`config.mk`:
```
export PLATFORM = sky130hd
export DESIGN_NAME = r_id_ordering_unit_flat
export DESIGN_NICKNAME = d
export VERILOG_FILES = /design/src/rtl/r_id_ordering_unit_if.sv /design/src/rtl/r_id_ordering_unit.sv /design/src/flat_wrapper.sv
export SDC_FILE = /design/constraint.sdc
export NUM_CORES = 2
export LEC_CHECK = 0
export BUFFER_PORTS_ARGS = -buffer_cell sky130_fd_sc_hd__buf_2
export CAP_MARGIN = 30
export CORE_MARGIN = 2
export CORE_UTILIZATION = 44
export DETAILED_ROUTE_END_ITERATION = 8
export GPL_TIMING_DRIVEN = 1
export PLACE_DENSITY = 0.6
export SETUP_SLACK_MARGIN = 0.15
export SLEW_MARGIN = 20
export SYNTH_ARGS = -nofsm -noshare
export SYNTH_HDL_FRONTEND = slang
export SYNTH_MEMORY_MAX_BITS = 65536
export SYNTH_SLANG_ARGS = --single-unit
```
`constraint.sdc`:
```
create_clock -name clk -period 12.3 [get_ports clk]
set_input_delay 0.615 -clock clk [delete_from_list [all_inputs] [get_ports clk]]
set_output_delay 0.615 -clock clk [all_outputs]
set_load 0.01 [all_outputs]
```
`src/rtl/r_id_ordering_unit_if.sv`:
```
// r_if: AXI read-data (R) channel bundle.
//   valid/ready : handshake
//   id          : internal tag (into the ordering unit) or original ARID (out of it)
//   data/resp   : beat payload
//   last        : final beat of the burst
// receiver modport consumes beats, sender modport produces them.
interface r_if #(
  parameter int ID_WIDTH   = 4,
  parameter int DATA_WIDTH = 64,
  parameter int RESP_WIDTH = 2
);
  logic                  valid;
  logic                  ready;
  logic [ID_WIDTH-1:0]   id;
  logic [DATA_WIDTH-1:0] data;
  logic [RESP_WIDTH-1:0] resp;
  logic                  last;

  modport receiver (input valid, id, data, resp, last, output ready);
  modport sender   (output valid, id, data, resp, last, input ready);
endinterface

```
`src/rtl/r_id_ordering_unit.sv`:
```
// r_id_ordering_unit: buffers out-of-order R beats per internal tag and
// releases them in strict tag-allocation order with the original ARID.
// Ports:
//   clk, rst                    : clock, asynchronous active-high reset
//   alloc_valid/ready/tag/orig_id : tag allocations from the AR remapper, in issue order
//   r_in  (receiver)            : R beats tagged with the internal tag, never backpressured
//   r_out (sender)              : reordered R beats carrying the original ARID
//   tag_free_valid/tag          : one-cycle pulse returning a fully delivered tag
//   err_unexpected/overflow/dup_alloc : sticky error flags for dropped beats / ignored allocations
module r_id_ordering_unit #(
  parameter int ID_WIDTH   = 4,
  parameter int DATA_WIDTH = 64,
  parameter int RESP_WIDTH = 2,
  parameter int MAX_BEATS  = 4
) (
  input  logic                clk,
  input  logic                rst,
  input  logic                alloc_valid,
  output logic                alloc_ready,
  input  logic [ID_WIDTH-1:0] alloc_tag,
  input  logic [ID_WIDTH-1:0] alloc_orig_id,
  r_if.receiver               r_in,
  r_if.sender                 r_out,
  output logic                tag_free_valid,
  output logic [ID_WIDTH-1:0] tag_free_tag,
  output logic                err_unexpected,
  output logic                err_overflow,
  output logic                err_dup_alloc
);
  localparam int NUM_TAGS = 1 << ID_WIDTH;
  localparam int CNT_W    = $clog2(MAX_BEATS + 1);
  localparam int SLOT_W   = (MAX_BEATS > 1) ? $clog2(MAX_BEATS) : 1;
  localparam logic [CNT_W-1:0]  MAX_CNT  = CNT_W'(MAX_BEATS);
  localparam logic [ID_WIDTH:0] FULL_CNT = (ID_WIDTH+1)'(NUM_TAGS);

  // Payload storage; never reset, validity is tracked by wr_cnt/rd_idx.
  logic [DATA_WIDTH-1:0] mem_data  [NUM_TAGS][MAX_BEATS];
  logic [RESP_WIDTH-1:0] mem_resp  [NUM_TAGS][MAX_BEATS];
  logic                  mem_last  [NUM_TAGS][MAX_BEATS];
  logic [ID_WIDTH-1:0]   queue_tag [NUM_TAGS];
  logic [ID_WIDTH-1:0]   orig_id   [NUM_TAGS];

  logic [ID_WIDTH-1:0] wr_ptr_q, wr_ptr_d, rd_ptr_q, rd_ptr_d;
  logic [ID_WIDTH:0]   count_q, count_d;
  logic [NUM_TAGS-1:0] inflight_q, inflight_d, last_seen_q, last_seen_d;
  logic [CNT_W-1:0]    wr_cnt_q [NUM_TAGS];
  logic [CNT_W-1:0]    wr_cnt_d [NUM_TAGS];
  logic [CNT_W-1:0]    rd_idx_q, rd_idx_d;
  logic                tag_free_valid_q, tag_free_valid_d;
  logic [ID_WIDTH-1:0] tag_free_tag_q, tag_free_tag_d;
  logic                err_unexpected_q, err_unexpected_d;
  logic                err_overflow_q, err_overflow_d;
  logic                err_dup_alloc_q, err_dup_alloc_d;

  logic [ID_WIDTH-1:0] head_tag, in_tag;
  logic [SLOT_W-1:0]   rd_slot, wr_slot;
  logic empty, full, out_valid, pop, pop_last;
  logic wr_room, wr_ok, drop_unexp, drop_ovf;
  logic alloc_fire, release_same, dup, push;

  assign head_tag = queue_tag[rd_ptr_q];
  assign in_tag   = r_in.id;
  assign rd_slot  = rd_idx_q[SLOT_W-1:0];
  assign wr_slot  = wr_cnt_q[in_tag][SLOT_W-1:0];

  assign empty     = ~|count_q;
  assign full      = (count_q == FULL_CNT);
  assign out_valid = ~empty & (rd_idx_q < wr_cnt_q[head_tag]);
  assign pop       = out_valid & r_out.ready;
  assign pop_last  = pop & mem_last[head_tag][rd_slot];

  assign wr_room    = (wr_cnt_q[in_tag] < MAX_CNT);
  assign wr_ok      = r_in.valid & inflight_q[in_tag] & ~last_seen_q[in_tag] & wr_room;
  assign drop_unexp = r_in.valid & (~inflight_q[in_tag] | last_seen_q[in_tag]);
  assign drop_ovf   = r_in.valid & inflight_q[in_tag] & ~last_seen_q[in_tag] & ~wr_room;

  // A tag finishing this cycle may be handed straight back out by the remapper.
  assign alloc_fire   = alloc_valid & alloc_ready;
  assign release_same = pop_last & (head_tag == alloc_tag);
  assign dup          = inflight_q[alloc_tag] & ~release_same;
  assign push         = alloc_fire & ~dup;

  assign alloc_ready = ~full;
  assign r_in.ready  = ~rst;

  assign r_out.valid = out_valid;
  assign r_out.id    = orig_id[head_tag];
  assign r_out.data  = mem_data[head_tag][rd_slot];
  assign r_out.resp  = mem_resp[head_tag][rd_slot];
  assign r_out.last  = mem_last[head_tag][rd_slot];

  assign tag_free_valid = tag_free_valid_q;
  assign tag_free_tag   = tag_free_tag_q;
  assign err_unexpected = err_unexpected_q;
  assign err_overflow   = err_overflow_q;
  assign err_dup_alloc  = err_dup_alloc_q;

  always_comb begin
    wr_ptr_d         = wr_ptr_q;
    rd_ptr_d         = rd_ptr_q;
    inflight_d       = inflight_q;
    last_seen_d      = last_seen_q;
    wr_cnt_d         = wr_cnt_q;
    rd_idx_d         = rd_idx_q;
    tag_free_valid_d = pop_last;
    tag_free_tag_d   = head_tag;
    err_unexpected_d = err_unexpected_q | drop_unexp;
    err_overflow_d   = err_overflow_q | drop_ovf;
    err_dup_alloc_d  = err_dup_alloc_q | (alloc_fire & dup);
    count_d          = count_q + (ID_WIDTH+1)'(push) - (ID_WIDTH+1)'(pop_last);

    // A beat to the head tag and a head pop are independent: wr_cnt and rd_idx move separately.
    if (wr_ok) begin
      wr_cnt_d[in_tag] = wr_cnt_q[in_tag] + CNT_W'(1);
      if (r_in.last) last_seen_d[in_tag] = 1'b1;
    end

    if (pop_last) begin
      inflight_d[head_tag]  = 1'b0;
      last_seen_d[head_tag] = 1'b0;
      wr_cnt_d[head_tag]    = '0;
      rd_idx_d              = '0;
      rd_ptr_d              = rd_ptr_q + ID_WIDTH'(1);
    end else if (pop) begin
      rd_idx_d = rd_idx_q + CNT_W'(1);
    end

    // Applied after the release so a same-cycle re-allocation wins.
    if (push) begin
      inflight_d[alloc_tag]  = 1'b1;
      last_seen_d[alloc_tag] = 1'b0;
      wr_cnt_d[alloc_tag]    = '0;
      wr_ptr_d               = wr_ptr_q + ID_WIDTH'(1);
    end
  end

  always_ff @(posedge clk or posedge rst) begin
    if (rst) begin
      wr_ptr_q         <= '0;
      rd_ptr_q         <= '0;
      count_q          <= '0;
      inflight_q       <= '0;
      last_seen_q      <= '0;
      rd_idx_q         <= '0;
      tag_free_valid_q <= 1'b0;
      tag_free_tag_q   <= '0;
      err_unexpected_q <= 1'b0;
      err_overflow_q   <= 1'b0;
      err_dup_alloc_q  <= 1'b0;
      for (int i = 0; i < NUM_TAGS; i++) wr_cnt_q[i] <= '0;
    end else begin
      wr_ptr_q         <= wr_ptr_d;
      rd_ptr_q         <= rd_ptr_d;
      count_q          <= count_d;
      inflight_q       <= inflight_d;
      last_seen_q      <= last_seen_d;
      rd_idx_q         <= rd_idx_d;
      tag_free_valid_q <= tag_free_valid_d;
      tag_free_tag_q   <= tag_free_tag_d;
      err_unexpected_q <= err_unexpected_d;
      err_overflow_q   <= err_overflow_d;
      err_dup_alloc_q  <= err_dup_alloc_d;
      for (int i = 0; i < NUM_TAGS; i++) wr_cnt_q[i] <= wr_cnt_d[i];
    end
  end

  always_ff @(posedge clk) begin
    if (wr_ok) begin
      mem_data[in_tag][wr_slot] <= r_in.data;
      mem_resp[in_tag][wr_slot] <= r_in.resp;
      mem_last[in_tag][wr_slot] <= r_in.last;
    end
    if (push) begin
      queue_tag[wr_ptr_q] <= alloc_tag;
      orig_id[alloc_tag]  <= alloc_orig_id;
    end
  end
endmodule
```
`src/flat_wrapper.sv`:
```
// flat-port wrapper written by rule: the top's interface ports become plain ports
module r_id_ordering_unit_flat 
#(
  parameter int ID_WIDTH   = 4,
  parameter int DATA_WIDTH = 64,
  parameter int RESP_WIDTH = 2,
  parameter int MAX_BEATS  = 4
)
  (clk, rst, alloc_valid, alloc_ready, alloc_tag, alloc_orig_id, tag_free_valid, tag_free_tag, err_unexpected, err_overflow, err_dup_alloc, r_in_valid, r_in_id, r_in_data, r_in_resp, r_in_last, r_in_ready, r_out_valid, r_out_id, r_out_data, r_out_resp, r_out_last, r_out_ready);
  r_if #(.ID_WIDTH(ID_WIDTH), .DATA_WIDTH(DATA_WIDTH), .RESP_WIDTH(RESP_WIDTH)) r_in_i ();
  r_if #(.ID_WIDTH(ID_WIDTH), .DATA_WIDTH(DATA_WIDTH), .RESP_WIDTH(RESP_WIDTH)) r_out_i ();
  input  logic clk;
  input  logic rst;
  input  logic alloc_valid;
  output logic alloc_ready;
  input  logic [ID_WIDTH-1:0] alloc_tag;
  input  logic [ID_WIDTH-1:0] alloc_orig_id;
  output logic tag_free_valid;
  output logic [ID_WIDTH-1:0] tag_free_tag;
  output logic err_unexpected;
  output logic err_overflow;
  output logic err_dup_alloc;
  input wire logic [$bits(r_in_i.valid)-1:0] r_in_valid;
  input wire logic [$bits(r_in_i.id)-1:0] r_in_id;
  input wire logic [$bits(r_in_i.data)-1:0] r_in_data;
  input wire logic [$bits(r_in_i.resp)-1:0] r_in_resp;
  input wire logic [$bits(r_in_i.last)-1:0] r_in_last;
  output wire logic [$bits(r_in_i.ready)-1:0] r_in_ready;
  output wire logic [$bits(r_out_i.valid)-1:0] r_out_valid;
  output wire logic [$bits(r_out_i.id)-1:0] r_out_id;
  output wire logic [$bits(r_out_i.data)-1:0] r_out_data;
  output wire logic [$bits(r_out_i.resp)-1:0] r_out_resp;
  output wire logic [$bits(r_out_i.last)-1:0] r_out_last;
  input wire logic [$bits(r_out_i.ready)-1:0] r_out_ready;
  assign r_in_i.valid = r_in_valid;
  assign r_in_i.id = r_in_id;
  assign r_in_i.data = r_in_data;
  assign r_in_i.resp = r_in_resp;
  assign r_in_i.last = r_in_last;
  assign r_in_ready = r_in_i.ready;
  assign r_out_valid = r_out_i.valid;
  assign r_out_id = r_out_i.id;
  assign r_out_data = r_out_i.data;
  assign r_out_resp = r_out_i.resp;
  assign r_out_last = r_out_i.last;
  assign r_out_i.ready = r_out_ready;
  r_id_ordering_unit #(.ID_WIDTH(ID_WIDTH), .DATA_WIDTH(DATA_WIDTH), .RESP_WIDTH(RESP_WIDTH), .MAX_BEATS(MAX_BEATS)) u_core (.clk(clk), .rst(rst), .alloc_valid(alloc_valid), .alloc_ready(alloc_ready), .alloc_tag(alloc_tag), .alloc_orig_id(alloc_orig_id), .r_in(r_in_i), .r_out(r_out_i), .tag_free_valid(tag_free_valid), .tag_free_tag(tag_free_tag), .err_unexpected(err_unexpected), .err_overflow(err_overflow), .err_dup_alloc(err_dup_alloc));
endmodule
```
==> flow_summary.ini <==
[critical_path]
startpoint_type = register
rr_endpoint = u_core.count_q[4]$_DFF_PP0_
r2r_setup_slack_ns = 5.02
worst-r2r-cell-count = 21
crit_arrival_ns = 7.83
cp-startpoint = u_core.rd_ptr_q[0]$_DFFE_PP0N_
r2r-start = u_core.rd_ptr_q[0]$_DFFE_PP0N_
cp-end-kind = output port
critPathRequiredTime_ns = 11.69
crit_path_max_fanout = 157
critPathCapture = r_out_data[43]
crit_type = register to output port

[floorplan]
num_rows = 235
dieHeight_um = 645
io_pins = 166
dieWidth_um = 645
core_um2 = 409000
dieArea_um2 = 416000
start_util = 0.442

[logic_synthesis]
ys_types = 72
synth.avg_cell_area_um2 = 13.4
synth_edf_count = 4416
ys.flop_type = edfxtp_1
yosys_warnings = 0
netlist_area_um2 = 181000
synth-seq-cells = 4520
syn-num-nets = 13600
synth_async_sr_flop_share = 0.0230
ys_seq_area_frac = 0.748
syn_inst = 13500

[global_route]
track_usage = 0.278
grt.overflow.total = 0
grt_pass1_wl_mm = 834
grt_pass1_vias = 110000
grt_antenna_before_repair = 59
grt_max_degree = 173

[place]
port-buffer-count = 165
dp_hpwl_mm = 304
place_congestion = 0.818
placed_cell_area_um2 = 188000

[clock_tree]
cts-root-buf = clkbuf_16
cts_tree = built
clock-sinks = 4520
cts_buffers = 450
cts_resized = 0
clock_tree.buffer_depth = 4
clock_latency_ns = 1.00
clk_pin_slew_ns = 0.06
cts_max_level = 5

[sta]
finClkSkew_ns = 0.0600
slew_viol_final = 0
timing.final.crit_share = 0.686
hold_viol_final = 7
fin_crit_ns = 8.44
grt_setup_unrepaired = no
worst_pin_slew_ns = 1.16
max_slew_margin = 0.225
setup_viol = 0
fin_tns_setup_ns = 0
hold-worst-slack_ns = -0.00407
fmax_mhz = 118

[finish]
num-fill-cells = 34700
area_growth_pct = 12.4
final_cell_mix = edfxtp_1 (4416), nand2_1 (3936), nand3_1 (1349)
layout_commonest_cell = edfxtp_1
drive_gt1_frac = 0.0958
nets = 13600
fin_area_um2 = 203000

[power]
irDropWorstVdd_mv = 0.380
powerDensity_nw_per_um2 = 287
power_w = 0.0582
power_leakage_nw = 68.3

[detailed_routing]
ant_nets = 0
via_count = 120000
drt_first_pass_iters = 6
wl_per_cell_um = 30.7
drc = 0
drt_iter0_markers = 18100
vias_per_cell = 6.17
drt-total-wl_mm = 595

[job]
max_cap_violations = 0

[status]
status = finished, violations left
violations = negative hold slack

[hold_path]
hold_class = input pin to register
final cells by class:
type | count | area [um^2] | area share
flip-flops and latches | 4520 | 135000 | 0.666
well taps | 5451 | 6820 | 0.0336
multi-input cells | 7960 | 41500 | 0.204
inverters | 38 | 178 | 0.000875
clock inverters | 255 | 2060 | 0.0102
diodes | 30 | 75.1 | 0.000370
repair buffers | 563 | 5350 | 0.0263
clock buffers | 577 | 11900 | 0.0587
logic make-up (layout without fill, tap and decap cells):
kind of cell | after synthesis | in the layout | share of synthesized area
simple gates | 5980 | 5980 | 0.142
flops | 4520 | 4520 | 0.748
compound gates | 1830 | 1830 | 0.0716
fa+ha+maj | 19 | 19 | 0.00136
xor+xnor | 16 | 16 | 0.000775
mux | 115 | 115 | 0.0118
other cells | 0 | 30 | 0
buf+inv | 1038 | 1433 | 0.0241
worst min path at each step:
stage                                   start                           endpoint  slack (ns)  cells past startpoint
6_report                        r_in_data[41]  u_core.mem_data[14][41]$_DFFE_PP_      -0.004                      1
5_1_grt                         r_in_data[17]   u_core.mem_data[9][81]$_DFFE_PP_       0.001                      1
4_1_cts                         r_in_data[61]   u_core.mem_data[3][61]$_DFFE_PP_       0.001                      1
3_5_place_dp    u_core.err_overflow$_DFF_PP0_      u_core.err_overflow$_DFF_PP0_        0.45                      1
3_3_place_gp    u_core.err_overflow$_DFF_PP0_      u_core.err_overflow$_DFF_PP0_        0.45                      1
2_1_floorplan  u_core.wr_ptr_q[3]$_DFFE_PP0N_     u_core.wr_ptr_q[3]$_DFFE_PP0N_        0.49                      1
registers in the layout (all words and copies together), names as in the netlist, 5 cells and up:
name                count
u_core.orig_id         64
u_core.mem_resp       128
u_core.queue_tag       64
u_core.last_seen_q     16
u_core.wr_cnt_q        48
u_core.mem_data      4096
u_core.count_q          5
u_core.inflight_q      16
u_core.mem_last        64
worst max-delay path, stage by stage (launching register included):
cell	delay, ns
dfrtp_1	0.68
buf_4	0.35
nand2_8	0.58
nand2_4	0.54
inv_8	0.64
buf_12	0.55
buf_4	0.79
buf_4	0.76
nand2_1	0.12
and3_1	0.19
a311oi_1	0.24
a31oi_1	0.06
o21ai_0	0.41
mux4_2	0.40
buf_2	0.16
synthesized netlist by cell type (10+ instances only):
cell type / count / share of area
edfxtp_1: 4416 / 0.73
nand2_1: 3940 / 0.082
nand3_1: 1349 / 0.037
clkbuf_1: 554 / 0.012
a311oi_1: 524 / 0.025
and3_1: 467 / 0.016
a31oi_1: 410 / 0.014
o21ai_0: 319 / 0.0088
a211oi_1: 291 / 0.012
buf_2: 256 / 0.0071
buf_1: 166 / 0.0034
a21oi_1: 136 / 0.0038
dfrtp_1: 104 / 0.014
mux4_2: 76 / 0.0095
and2_1: 75 / 0.0026
o2111ai_1: 52 / 0.0025
nor2_1: 47 / 0.00098
nor3_1: 36 / 0.0010
o211ai_1: 36 / 0.0015
inv_1: 34 / 0.00071
mux2i_1: 26 / 0.0014
nor2b_1: 22 / 0.00076
ha_1: 18 / 0.0012
o2bb2ai_1: 16 / 0.00078
buf_4: 13 / 0.00054
buf_6: 11 / 0.00069
mux2_2: 10 / 0.00062
report_power, final:
group          switching (W)  internal, W  total, W  leakage [nW]
combinational         0.0200      0.00749    0.0275          20.5
clock                0.00587      0.00737    0.0132          6.84
sequential          0.000202       0.0173    0.0175          41.0
total                 0.0261       0.0321    0.0582          68.3
metrics by stage:
| step | worst slack (ns) | instances | util | hold WS (ns) |
|---|---|---|---|---|
| CTS | 3.92 | 19300 | 0.493 | 0.00136 |
| detailed placement | 4.99 | 18500 | 0.459 | 0.451 |
| global placement | 4.96 | 18400 | 0.457 | 0.451 |
| floorplan | 2.08 | 13500 | - | 0.490 |
| finish | 3.86 | 19400 | 0.496 | -0.00407 |
| global route | 3.53 | 19400 | 0.496 | 0.00126 |
per-layer routing:
| layer | global-route usage | routed length [um] | vias up |
|---|---|---|---|
| li1 | - | - | 50600 |
| met1 | 0.392 | 235000 | 60900 |
| met2 | 0.440 | 275000 | 7054 |
| met3 | 0.0477 | 63200 | 1051 |
| met4 | 0.0893 | 21600 | 22 |
| met5 | 0 | 140 | - |
timing repair:
action | in CTS | in global routing
hold buffers | 5 | 17
setup buffers | 0 | 0
endpoints found under the hold margin | 97 | 160
(Power assumes the default switching activity.)
